### src/rtl/arith_pkg.sv
// Shared arithmetic-block definitions: divider FSM states and width constants.
package arith_pkg;

    localparam int DIV_W     = 32;
    localparam int DIV_CNT_W = 5;

    localparam logic [DIV_W-1:0] ALL_ONES_Q = '1;

    typedef enum logic [1:0] {
        IDLE,
        RUN,
        FIX,
        DONE
    } div_state_t;

endpackage : arith_pkg

### src/rtl/addsub33.sv
// Combinational (WIDTH+1)-bit adder-subtractor: sum = a + (b ^ sub) + sub, modulo 2^(WIDTH+1).
module addsub33
    import arith_pkg::*;
#(
    parameter int WIDTH = DIV_W
) (
    input  logic [WIDTH:0] a,
    input  logic [WIDTH:0] b,
    input  logic           sub,
    output logic [WIDTH:0] sum,
    output logic           cout
);

    logic [WIDTH:0] b_eff;

    assign b_eff       = b ^ {(WIDTH + 1){sub}};
    assign {cout, sum} = {1'b0, a} + {1'b0, b_eff} + (WIDTH + 2)'(sub);

endmodule : addsub33

### src/rtl/seq_divider.sv
// Sequential unsigned non-restoring divider: one quotient bit per cycle through a
// shared adder-subtractor, followed by a single remainder-correction step.
module seq_divider
    import arith_pkg::*;
#(
    parameter int WIDTH = DIV_W
) (
    input  logic             clk,
    input  logic             rst,
    input  logic             start,
    input  logic [WIDTH-1:0] dividend,
    input  logic [WIDTH-1:0] divisor,
    output logic             busy,
    output logic             done,
    output logic [WIDTH-1:0] quotient,
    output logic [WIDTH-1:0] remainder,
    output logic             div_by_zero
);

    localparam int               CNT_W  = (WIDTH == DIV_W) ? DIV_CNT_W : $clog2(WIDTH);
    localparam logic [WIDTH-1:0] Q_ONES = (WIDTH == DIV_W) ? WIDTH'(ALL_ONES_Q) : {WIDTH{1'b1}};
    localparam logic [CNT_W-1:0] LAST   = CNT_W'(WIDTH - 1);

    div_state_t       state, state_n;
    logic [WIDTH:0]   p_reg, p_n;
    logic [WIDTH-1:0] a_reg, a_n;
    logic [WIDTH-1:0] d_reg, d_n;
    logic [CNT_W-1:0] count, count_n;
    logic [WIDTH-1:0] quotient_n, remainder_n;
    logic             div_by_zero_n, busy_n, done_n;

    logic [WIDTH:0]   p_shift;
    logic [WIDTH:0]   add_a, add_b, sum;
    logic             add_sub;
    logic             unused_cout;

    assign p_shift = {p_reg[WIDTH-1:0], a_reg[WIDTH-1]};
    assign add_b   = {1'b0, d_reg};

    // RUN picks the operation from the pre-shift remainder sign; FIX only ever adds back.
    always_comb begin
        add_a   = p_reg;
        add_sub = 1'b0;
        if (state == RUN) begin
            add_a   = p_shift;
            add_sub = ~p_reg[WIDTH];
        end
    end

    addsub33 #(.WIDTH(WIDTH)) u_addsub (
        .a    (add_a),
        .b    (add_b),
        .sub  (add_sub),
        .sum  (sum),
        .cout (unused_cout)
    );

    always_comb begin
        // NOTE: every next-state signal gets a default first so no path leaves it unassigned (no latches).
        state_n       = state;
        p_n           = p_reg;
        a_n           = a_reg;
        d_n           = d_reg;
        count_n       = count;
        quotient_n    = quotient;
        remainder_n   = remainder;
        div_by_zero_n = div_by_zero;
        busy_n        = busy;
        done_n        = 1'b0;

        unique case (state)
            IDLE: begin
                if (start) begin
                    d_n     = divisor;
                    a_n     = dividend;
                    p_n     = '0;
                    count_n = '0;
                    busy_n  = 1'b1;
                    if (divisor == '0) begin
                        quotient_n    = Q_ONES;
                        remainder_n   = dividend;
                        div_by_zero_n = 1'b1;
                        done_n        = 1'b1;
                        state_n       = DONE;
                    end else begin
                        div_by_zero_n = 1'b0;
                        state_n       = RUN;
                    end
                end
            end
            RUN: begin
                p_n     = sum;
                a_n     = {a_reg[WIDTH-2:0], ~sum[WIDTH]};
                count_n = count + 1'b1;
                if (count == LAST) state_n = FIX;
            end
            FIX: begin
                if (p_reg[WIDTH]) p_n = sum;
                quotient_n  = a_reg;
                remainder_n = p_reg[WIDTH] ? sum[WIDTH-1:0] : p_reg[WIDTH-1:0];
                done_n      = 1'b1;
                state_n     = DONE;
            end
            DONE: begin
                busy_n  = 1'b0;
                state_n = IDLE;
            end
            default: state_n = IDLE;
        endcase
    end

    // NOTE: sequential state uses non-blocking assignments so all registers update together.
    always_ff @(posedge clk or posedge rst) begin
        if (rst) begin
            state       <= IDLE;
            p_reg       <= '0;
            a_reg       <= '0;
            d_reg       <= '0;
            count       <= '0;
            quotient    <= '0;
            remainder   <= '0;
            div_by_zero <= 1'b0;
            busy        <= 1'b0;
            done        <= 1'b0;
        end else begin
            state       <= state_n;
            p_reg       <= p_n;
            a_reg       <= a_n;
            d_reg       <= d_n;
            count       <= count_n;
            quotient    <= quotient_n;
            remainder   <= remainder_n;
            div_by_zero <= div_by_zero_n;
            busy        <= busy_n;
            done        <= done_n;
        end
    end

endmodule : seq_divider

### config.mk
export PLATFORM = sky130hd
export DESIGN_NAME = seq_divider
export DESIGN_NICKNAME = d
export VERILOG_FILES = /design/src/rtl/arith_pkg.sv /design/src/rtl/addsub33.sv /design/src/rtl/seq_divider.sv
export SDC_FILE = /design/constraint.sdc
export NUM_CORES = 1
export LEC_CHECK = 0
export BUFFER_PORTS_ARGS = -buffer_cell sky130_fd_sc_hd__buf_2
export CORE_MARGIN = 5
export CORE_UTILIZATION = 28
export DETAILED_ROUTE_END_ITERATION = 10
export SETUP_SLACK_MARGIN = 0.4
export SKIP_CTS_REPAIR_TIMING = 1
export SYNTH_ARGS = -nofsm -noshare
export SYNTH_HDL_FRONTEND = slang
export SYNTH_SLANG_ARGS = --single-unit
### constraint.sdc
create_clock -name clk -period 6 [get_ports clk]
set_input_delay 0.3 -clock clk [delete_from_list [all_inputs] [get_ports clk]]
set_output_delay 0.3 -clock clk [all_outputs]
set_load 0.05 [all_outputs]
==> impl_metrics.tcl, run 1 <==
set metrics [dict create \
    multi_input_area_sq_mm 0.00534 \
    synthDistinctLibCells 62 \
    async_reset_ff_frac 1.00 \
    synth_seq_cells 171 \
    ctsLongestPathBuffers 2 \
    die_area_sq_mm 0.0397 \
    end_kind "register" \
    peakVddDrop_mv 0.269 \
    track_usage 0.143 \
    max_cap_viol_count 0 \
    largest_reg_flops 33 \
    maxSlewViolCount 0 \
    antenna_left 0 \
    crit_path_start_kind "register" \
    io_buffers 133 \
    leakage_nw 5.14 \
    wl_per_cell_um 18.0 \
    ctsRootBufferMaster "clkbuf_16" \
    dieHeight_um 199 \
    routed_wl_um 28900 \
    relSlewSlack 0.227 \
    syn2layout_area_growth_pct 17.0 \
    ys.flop_type "dfrtp_1" \
    rows 69 \
    finalSetupTns_ns 0 \
    drt_first_pass_iters 5 \
    grt_pass1_vias 7882 \
    yosys_warnings 0 \
    period_share 0.715 \
    slowest_delay_ns 0.45 \
    finalNetCount 1241 \
    synth_edf_count 0 \
    critical_path.cell_chain "inv_1, ha_4, nand2b_2, buf_4, xnor2_1, fa_1, a21o_1, a221oi_2, a211oi_1, o21ai_0, a21oi_1, o41ai_1, xor2_1, mux2i_1, a2bb2oi_1" \
    worstMarginPinSlew_ns 1.16 \
    period_minus_slack_ns 4.29 \
    cts_buffers 17 \
    hold_violations 0 \
    crit_slowest_cell "fa_1" \
    path_class "register to register" \
    path_clk_slew_ns 0.07 \
    cts_tree "done" \
    gp_congestion 0.843 \
    critical_path_arrival_ns 4.59 \
    reg2reg_depth 15 \
    io_pins 134 \
    synthCells 1039 \
    grt_antenna_before_repair 1 \
    power.density_mw_per_mm2 682 \
    grt_max_degree 87 \
    diodes 0 \
    coreArea_sq_mm 0.0355 \
    dpl_worst_slack_ns 1.78 \
    n_fill_cell 3640 \
    crit_required_ns 6.30 \
    die_w_um 199 \
    layout-drive-gt1-share 0.225 \
    fmax_ghz 0.233 \
    final_cell_area_sq_mm 0.0117 \
    dp_hpwl_um 21700 \
    drc 0 \
    vias_per_cell 5.00 \
    hp-class "primary input to asynchronous set/reset pin" \
    initial_core_util 0.283 \
    clock_latency_ns 0.43 \
    reg2reg_slack_ns 1.71 \
    post-route-worst-setup-slack_ns 1.71 \
    area.sequential_sq_mm 0.00428 \
    drt_iter0_markers 502 \
    fin_skew_ns 0.0117 \
    rr_endpoint "remainder[26]$_DFFE_PP0P_" \
    syn_area_per_cell_sq_um 9.65 \
    ys_seq_area_frac 0.427 \
    crit_path_max_fanout 32 \
    rsz0062_at_grt "false" \
    grt-ovfl-total 0 \
    clock_sink_count 171 \
    htreeDepth 4 \
    r2r-start "state[1]$_DFFE_PP0P_" \
    syn_area_sq_mm 0.0100 \
    syn_nets 1144 \
    grt_pass1_wl_um 45100 \
    place_area_sq_mm 0.0112 \
    status "finished clean" \
    setup_viol 0 \
    vias 8053 \
]
critical path: cells and delay by family (launching register included):
family	cells	cell delay, ns
mux	1	0.10
flops	1	0.42
fa+ha+maj	2	0.85
compound gates	7	1.80
xor+xnor	2	0.47
buf+inv	2	0.43
simple gates	1	0.08
logic make-up after synthesis:
group	share of synthesized area
compound gates	0.186
simple gates	0.108
flops	0.427
buf+inv	0.0468
mux	0.130
xor+xnor	0.0550
fa+ha+maj	0.0482
cell usage after synthesis (all sizes together), types with 3 or more instances:
cell type / n / area (sq um)
xnor2: 50 / 438
a221o: 3 / 30.0
o21a: 6 / 45.0
xor2: 13 / 114
a22o: 29 / 254
o22ai: 3 / 18.8
clkbuf: 50 / 188
a21oi: 47 / 235
nor2: 64 / 240
buf: 19 / 86.3
o21ai: 103 / 519
ha: 37 / 463
a2bb2oi: 3 / 26.3
nand4: 6 / 37.5
or3: 10 / 62.6
nand3b: 3 / 22.5
a31oi: 34 / 213
o31ai: 8 / 65.1
and3: 9 / 56.3
mux2i: 61 / 636
nor4: 8 / 56.3
a221oi: 5 / 56.3
nor3: 4 / 20.0
o21bai: 3 / 22.5
dfrtp: 171 / 4280
o41ai: 3 / 26.3
a211oi: 4 / 30.0
nand2: 97 / 364
a21o: 13 / 97.6
nor2b: 5 / 31.3
nand3: 16 / 80.1
o211ai: 6 / 45.0
and2: 6 / 37.5
inv: 52 / 195
a41oi: 4 / 35.0
mux2: 59 / 664
nand2b: 5 / 31.3
layout make-up:
cell class	count	share of cell area
clock inverter	13	0.0111
timing repair buffer	147	0.0657
clock buffer	19	0.0377
inverter	52	0.0171
multi-input combinational	747	0.455
tap	461	0.0491
sequential	171	0.365
where the power goes:
part / switching [mW] / leakage (nW) / total, mW / internal [mW]
Clock: 0.534 / 0.273 / 1.10 / 0.565
Sequential: 0.334 / 2.04 / 1.93 / 1.60
Combinational: 3.18 / 2.83 / 4.97 / 1.79
worst max-delay path by stage:
stage | from | to | slack [ns] | depth (start not counted)
finish | state[1]$_DFFE_PP0P_ | remainder[26]$_DFFE_PP0P_ | 1.71 | 15
detailed placement | state[1]$_DFFE_PP0P_ | remainder[26]$_DFFE_PP0P_ | 1.78 | 15
global placement | state[1]$_DFFE_PP0P_ | remainder[26]$_DFFE_PP0P_ | 1.84 | 15
CTS | state[1]$_DFFE_PP0P_ | remainder[26]$_DFFE_PP0P_ | 1.75 | 15
floorplan | rst | a_reg[0]$_DFFE_PP0P_ | 1.07 | 1
global route | state[1]$_DFFE_PP0P_ | remainder[26]$_DFFE_PP0P_ | 1.36 | 15
layer usage:
metal	track usage	vias to the layer above	share of wire
met5	0	-	0.00024
met4	0.0258	2	0.0084
met3	0.0250	17	0.059
met2	0.212	230	0.42
met1	0.222	3891	0.51
li1	-	3913	-
metrics by stage:
stage	utilization	power, mW	hold slack (ns)	cells
after floorplan	-	5.69	0.451	1039
after global placement	0.315	6.81	0.461	1578
after detailed placement	0.315	6.90	0.474	1578
after CTS	0.331	8.01	0.0676	1610
after global routing	0.331	8.59	0.113	1610
final	0.331	8.00	0.0405	1610
cell usage in the layout (no fill, tap or decap), drive strengths merged, types with 8 or more instances in the layout:
master	count
dfrtp	171
buf	147
o21ai	103
nand2	97
nor2	64
mux2i	61
inv	60
mux2	59
xnor2	50
a21oi	47
ha	37
a31oi	34
a22o	29
clkbuf	19
nand3	16
a21o	13
xor2	13
or3	10
and3	9
nor4	8
o31ai	8
Power figures use the tool's default switching activity.
==> run 2, diff against run 1 <==
ABC_AREA = 1   (was default)
clock period = 3.7 ns   (was 6 ns; I/O delays follow)
==> run 2 against run 1 <==
Compared with the run above: the flow now finishes with violations (hold timing); hold slack got worse by 0.080 ns; synthesized cell count is 33% higher; non-clock buffer count is 8 higher; first-iteration DRC count up 51%; combinational power grew 60%; fmax rose by 39%; critical path type unchanged; largest power group unchanged.
==> impl_metrics.tcl, run 2 <==
set metrics [dict create \
    status "finished, violations left" \
    violations "hold timing" \
    synth_xor_area_frac 0.0414 \
    fmax_ghz 0.325 \
    period_share 0.832 \
    grt_pass1_wl_um 54400 \
    io_buffers 133 \
    largest_reg_flops 33 \
    power.density_mw_per_mm2 1070 \
    crit_slowest_cell "dfrtp_1" \
    max_cap_viol_count 0 \
    drt_iter0_markers 760 \
    path_common_cell "nand2_1" \
    netlist.area_leader.share 0.416 \
    path_class "register to register" \
    syn_area_sq_mm 0.0103 \
    ctsRootBufferMaster "clkbuf_16" \
    hold-worst-slack_ns -0.0399 \
    layout-drive-gt1-share 0.160 \
    cts_tree "done" \
    peakVddDrop_mv 0.454 \
    rr_endpoint "remainder[28]$_DFFE_PP0P_" \
    intPower_mw 6.00 \
    critical_path.cell_chain "inv_2, ha_4, buf_4, clkbuf_16, o21ai_0, ha_1, a21oi_1, nand2_1, nand3_1, nand2_1, a21o_1, nand2_1, nand2_1, nand2_1, nand3_1, a21oi_1" \
    wl_per_cell_um 17.4 \
    initial_core_util 0.282 \
    synth_seq_cells 171 \
    finalSetupTns_ns 0 \
    synth-compound-area-share 0.170 \
    worstMarginPinSlew_ns 1.05 \
    period_minus_slack_ns 3.08 \
    syn2layout_area_growth_pct 17.9 \
    dieHeight_um 202 \
    use_met1 0.242 \
    async_reset_ff_frac 1.00 \
    drc 0 \
    use_met2 0.261 \
    ys.flop_type "dfrtp_1" \
    reg2reg_depth 16 \
    drt_first_pass_iters 5 \
    yosys.area.top_type "dfrtp_1" \
    p_total_mw 13.0 \
    hold_violations 40 \
    top_usage_layer "met2" \
    syn_nets 1484 \
    syn_area_per_cell_sq_um 7.45 \
    critical_path_arrival_ns 3.45 \
    htreeDepth 4 \
    track_usage 0.168 \
    post-route-worst-setup-slack_ns 0.623 \
    setup_viol 0 \
    path_clk_slew_ns 0.07 \
    synthMuxAreaShare 0 \
    diodes 0 \
    synthDistinctLibCells 44 \
    final_cell_mix "nand2_1 (342), dfrtp_1 (171), o21ai_0 (167)" \
    coreArea_sq_mm 0.0364 \
    p_sw_mw 6.97 \
    yosys_warnings 0 \
    rows 70 \
    cts_buffers 17 \
    fin_skew_ns 0.00863 \
    rsz0062_at_grt "false" \
    yosysMostFrequentCell "nand2_1" \
    grt-ovfl-total 0 \
    dp_hpwl_um 26700 \
    clock_sink_count 171 \
    p_sw_frac 0.537 \
    die_area_sq_mm 0.0406 \
    vias_per_cell 4.90 \
    reg2reg_slack_ns 0.62 \
    final_common_cell "nand2_1" \
    grt_antenna_before_repair 2 \
    synth_common_cells "nand2_1 (343), dfrtp_1 (171), o21ai_0 (168), nor2_1 (142), inv_1 (139)" \
    clkPwrFrac 0.142 \
    slowest_delay_ns 0.40 \
    clock_latency_ns 0.45 \
    finalNetCount 1594 \
    end_kind "register" \
    synthCells 1379 \
    crit_path_max_fanout 20 \
    grt_pass1_vias 9434 \
    grt_max_degree 80 \
    die_w_um 202 \
    antenna_left 0 \
    io_pins 134 \
    ys_top_cells_by_area "dfrtp_1 (42%), nand2_1 (13%), o21ai_0 (8.2%)" \
    combinationalPowerShare 0.612 \
    routed_wl_um 34400 \
    hp-class "primary input to asynchronous set/reset pin" \
    synth_top_family_by_area "simple AND/OR/NAND/NOR gates" \
    relSlewSlack 0.301 \
    use_met3 0.0321 \
    vias 9646 \
    leakage_nw 5.75 \
    seqPwrFrac 0.246 \
    ys_seq_area_frac 0.416 \
    gp_congestion 0.944 \
    crit_required_ns 4.07 \
    yosys.area_share.simple 0.242 \
    maxSlewViolCount 0 \
    ctsLongestPathBuffers 2 \
    r2r-start "state[1]$_DFFE_PP0P_" \
    crit_path_start_kind "register" \
    synthAdderAreaFrac 0.0470 \
    synth_edf_count 0 \
    dpl_worst_slack_ns 0.469 \
]
-- run 2: cell families (layout without fill, tap and decap cells) --
logic type	Yosys count	after routing
compound gates	320	320
xor+xnor	46	46
fa+ha+maj	38	38
flops	171	171
simple gates	595	595
buf+inv	209	332
-- run 2: through the flow --
step	hold slack, ns	instance area (sq um)	utilization	std cells
4_1_cts	0.00307	12000	0.330	1965
2_1_floorplan	0.306	10300	-	1379
5_1_grt	0.0156	12100	0.333	1970
6_report	-0.0399	12100	0.333	1970
3_3_place_gp	0.447	11400	0.313	1933
3_5_place_dp	0.454	11400	0.313	1933
-- run 2: final cells by class --
cell class,count,area (sq um)
fillers,3912,24300
well taps,468,586
clock inverters,14,159
clock buffers,18,429
flip-flops and latches,171,4280
repair buffers,155,903
multi-input cells,999,5210
inverters,145,551
-- run 2: worst max-delay path, delay by kind of cell (launching register included) --
family                   cells  cell delay [ns]
buffers and inverters        3             0.42
AND/OR/NAND/NOR              7             0.75
flip-flops                   1             0.40
adder cells (fa/ha/maj)      2             0.55
AO/OA/AOI/OAI                4             0.89
-- run 2: worst max-delay path by stage --
stage / cells after the start / to / startpoint / slack [ns]
3_3_place_gp: 13 / remainder[14]$_DFFE_PP0P_ / state[1]$_DFFE_PP0P_ / 0.52
5_1_grt: 20 / p_reg[28]$_DFFE_PP0P_ / state[1]$_DFFE_PP0P_ / 0.44
3_5_place_dp: 20 / remainder[26]$_DFFE_PP0P_ / state[1]$_DFFE_PP0P_ / 0.47
4_1_cts: 20 / remainder[26]$_DFFE_PP0P_ / state[1]$_DFFE_PP0P_ / 0.44
2_1_floorplan: 21 / remainder[31]$_DFFE_PP0P_ / state[1]$_DFFE_PP0P_ / 0.84
6_report: 16 / remainder[28]$_DFFE_PP0P_ / state[1]$_DFFE_PP0P_ / 0.62
-- run 2: power groups by stage --
| stage | Sequential, mW | Clock (mW) | Combinational (mW) |
|---|---|---|---|
| floorplan | 4.30 | 0 | 4.65 |
| global placement | 3.21 | 0 | 7.69 |
| detailed placement | 3.23 | 0 | 7.74 |
| CTS | 3.20 | 1.86 | 7.76 |
| global route | 3.29 | 1.95 | 8.73 |
| finish | 3.19 | 1.84 | 7.93 |
-- run 2: layer usage --
metal | up-vias | part of all wire
met5 | - | 0.00061
met4 | 4 | 0.018
met3 | 42 | 0.063
met2 | 347 | 0.45
met1 | 4546 | 0.47
li1 | 4707 | -
==> run 3, diff against run 2 <==
clock period = 3.13 ns   (was 3.7 ns; I/O delays follow)
==> run 3 against run 2 <==
Compared with the run above: count of clock-buffer cells in the layout up 1; critical path depth increased by 1; register-to-register slack lost 0.37 ns; the run still ends with hold timing left; non-clock buffer count increased by 80; first-iteration DRC count increased by 8.4%; hold slack improved by 0.020 ns; global-route usage is 0.18 points higher; sequential share of layout area is 4.6 points lower; final cell count up 4.3%; utilization rose by 5.0 points; via count up 7.3%; critical endpoint is now remainder[4]$_DFFE_PP0P_; sequential cell count unchanged; largest cell class unchanged.
==> impl_metrics.tcl, run 3 (same netlist as run 2, synthesis figures left out) <==
set metrics [dict create \
    slowest_delay_ns 0.40 \
    worstMarginPinSlew_ns 1.06 \
    coreArea_sq_mm 0.0364 \
    final_cell_mix "nand2_1 (304), dfrtp_1 (171), buf_2 (133)" \
    routed_wl_um 38400 \
    syn2layout_area_growth_pct 35.7 \
    finalNetCount 1675 \
    grt_antenna_before_repair 10 \
    largest_reg_flops 33 \
    path_class "register to register" \
    path_common_cell "nand2_1" \
    vias_per_cell 5.04 \
    final_common_cell "nand2_1" \
    end_kind "register" \
    antenna_left 0 \
    hold-worst-slack_ns -0.0198 \
    setup_viol 0 \
    clock_latency_ns 0.45 \
    drt_iter0_markers 824 \
    violations "hold timing" \
    drt_first_pass_iters 6 \
    status "finished, violations left" \
    fmax_ghz 0.347 \
    ctsRootBufferMaster "clkbuf_16" \
    rsz0062_at_grt "true" \
    period_minus_slack_ns 2.88 \
    post-route-worst-setup-slack_ns 0.248 \
    r2r-start "state[1]$_DFFE_PP0P_" \
    relSlewSlack 0.290 \
    hp-start "divisor[11]" \
    grt_max_degree 90 \
    io_pins 134 \
    critical_path_arrival_ns 3.27 \
    vias 10400 \
    track_usage 0.169 \
    path_clk_slew_ns 0.07 \
    reg2reg_depth 17 \
    grt_pass1_vias 9368 \
    crit_slowest_cell "dfrtp_1" \
    hold_violations 11 \
    initial_core_util 0.282 \
    max_cap_viol_count 0 \
    clock_sink_count 171 \
    crit_path_max_fanout 8 \
    grt_pass1_wl_um 54500 \
    hold_depth 3 \
    ctsLongestPathBuffers 2 \
    reg2reg_slack_ns 0.25 \
    dpl_worst_slack_ns -0.141 \
    dieHeight_um 202 \
    gp_congestion 0.961 \
    htreeDepth 4 \
    maxSlewViolCount 0 \
    crit_path_start_kind "register" \
    cts_buffers 17 \
    rows 70 \
    min_to "d_reg[11]$_DFFE_PP0P_" \
    die_area_sq_mm 0.0406 \
    cts_tree "done" \
    grt-ovfl-total 0 \
    io_buffers 133 \
    hp-class "primary input to register" \
    rr_endpoint "remainder[4]$_DFFE_PP0P_" \
    crit_family "simple AND/OR/NAND/NOR gates" \
    die_w_um 202 \
    fin_skew_ns 0.0102 \
    period_share 0.921 \
    crit_required_ns 3.51 \
    drc 0 \
    dp_hpwl_um 27000 \
    critPathBufInv 5 \
    layout-drive-gt1-share 0.311 \
    wl_per_cell_um 18.7 \
    critical_path.cell_chain "inv_2, ha_4, nand2_8, buf_6, buf_6, xnor2_4, fa_2, nand2_2, inv_2, nand2_2, nand2_4, buf_4, xor2_1, nand2_1, o211ai_1, nand2_1, nand2_1" \
]
==> run 3: area by class of cell <==
| cell class | count | area, sq um |
|---|---|---|
| Fill cell | 3734 | 22500 |
| Multi-Input combinational cell | 1000 | 6280 |
| Sequential cell | 171 | 4280 |
| Timing Repair Buffer | 235 | 1660 |
| Tap cell | 468 | 586 |
| Inverter | 145 | 564 |
| Clock buffer | 19 | 453 |
| Clock inverter | 13 | 125 |
| Antenna cell | 4 | 10.0 |
==> run 3: per-layer routing <==
metal | wire [um] | track usage
met4 | 1230 | 0.0430
met5 | 78 | 0
met2 | 17500 | 0.261
met1 | 16900 | 0.237
met3 | 2710 | 0.0458
==> run 3: per-stage QoR <==
stage	utilization	area, sq um	hold slack, ns	instances	setup TNS [ns]
floorplan	-	10300	0.277	1379	0
global placement	0.320	11700	0.217	1958	-0.465
detailed placement	0.320	11700	0.223	1958	-0.252
CTS	0.336	12200	-0.259	1990	-0.305
global route	0.383	13900	0.00432	2053	0
finish	0.383	13900	-0.0198	2055	0
==> run 3: worst max-delay path by stage <==
stage	startpoint	to	depth (start not counted)
after CTS	state[1]$_DFFE_PP0P_	remainder[25]$_DFFE_PP0P_	14
final	state[1]$_DFFE_PP0P_	remainder[4]$_DFFE_PP0P_	17
after detailed placement	state[1]$_DFFE_PP0P_	remainder[25]$_DFFE_PP0P_	14
after global routing	state[1]$_DFFE_PP0P_	remainder[25]$_DFFE_PP0P_	14
after global placement	state[1]$_DFFE_PP0P_	remainder[25]$_DFFE_PP0P_	14
after floorplan	state[1]$_DFFE_PP0P_	a_reg[0]$_DFFE_PP0P_	18
==> run 3: worst min-delay path: stages <==
cell	delay, ns
buf_2	0.12
nand2_1	0.06
o21ai_0	0.06
Power of run 3 is left out: the tool's default activity adds up to more than one toggle a clock period on the data nets, which glitch-free logic cannot reach.
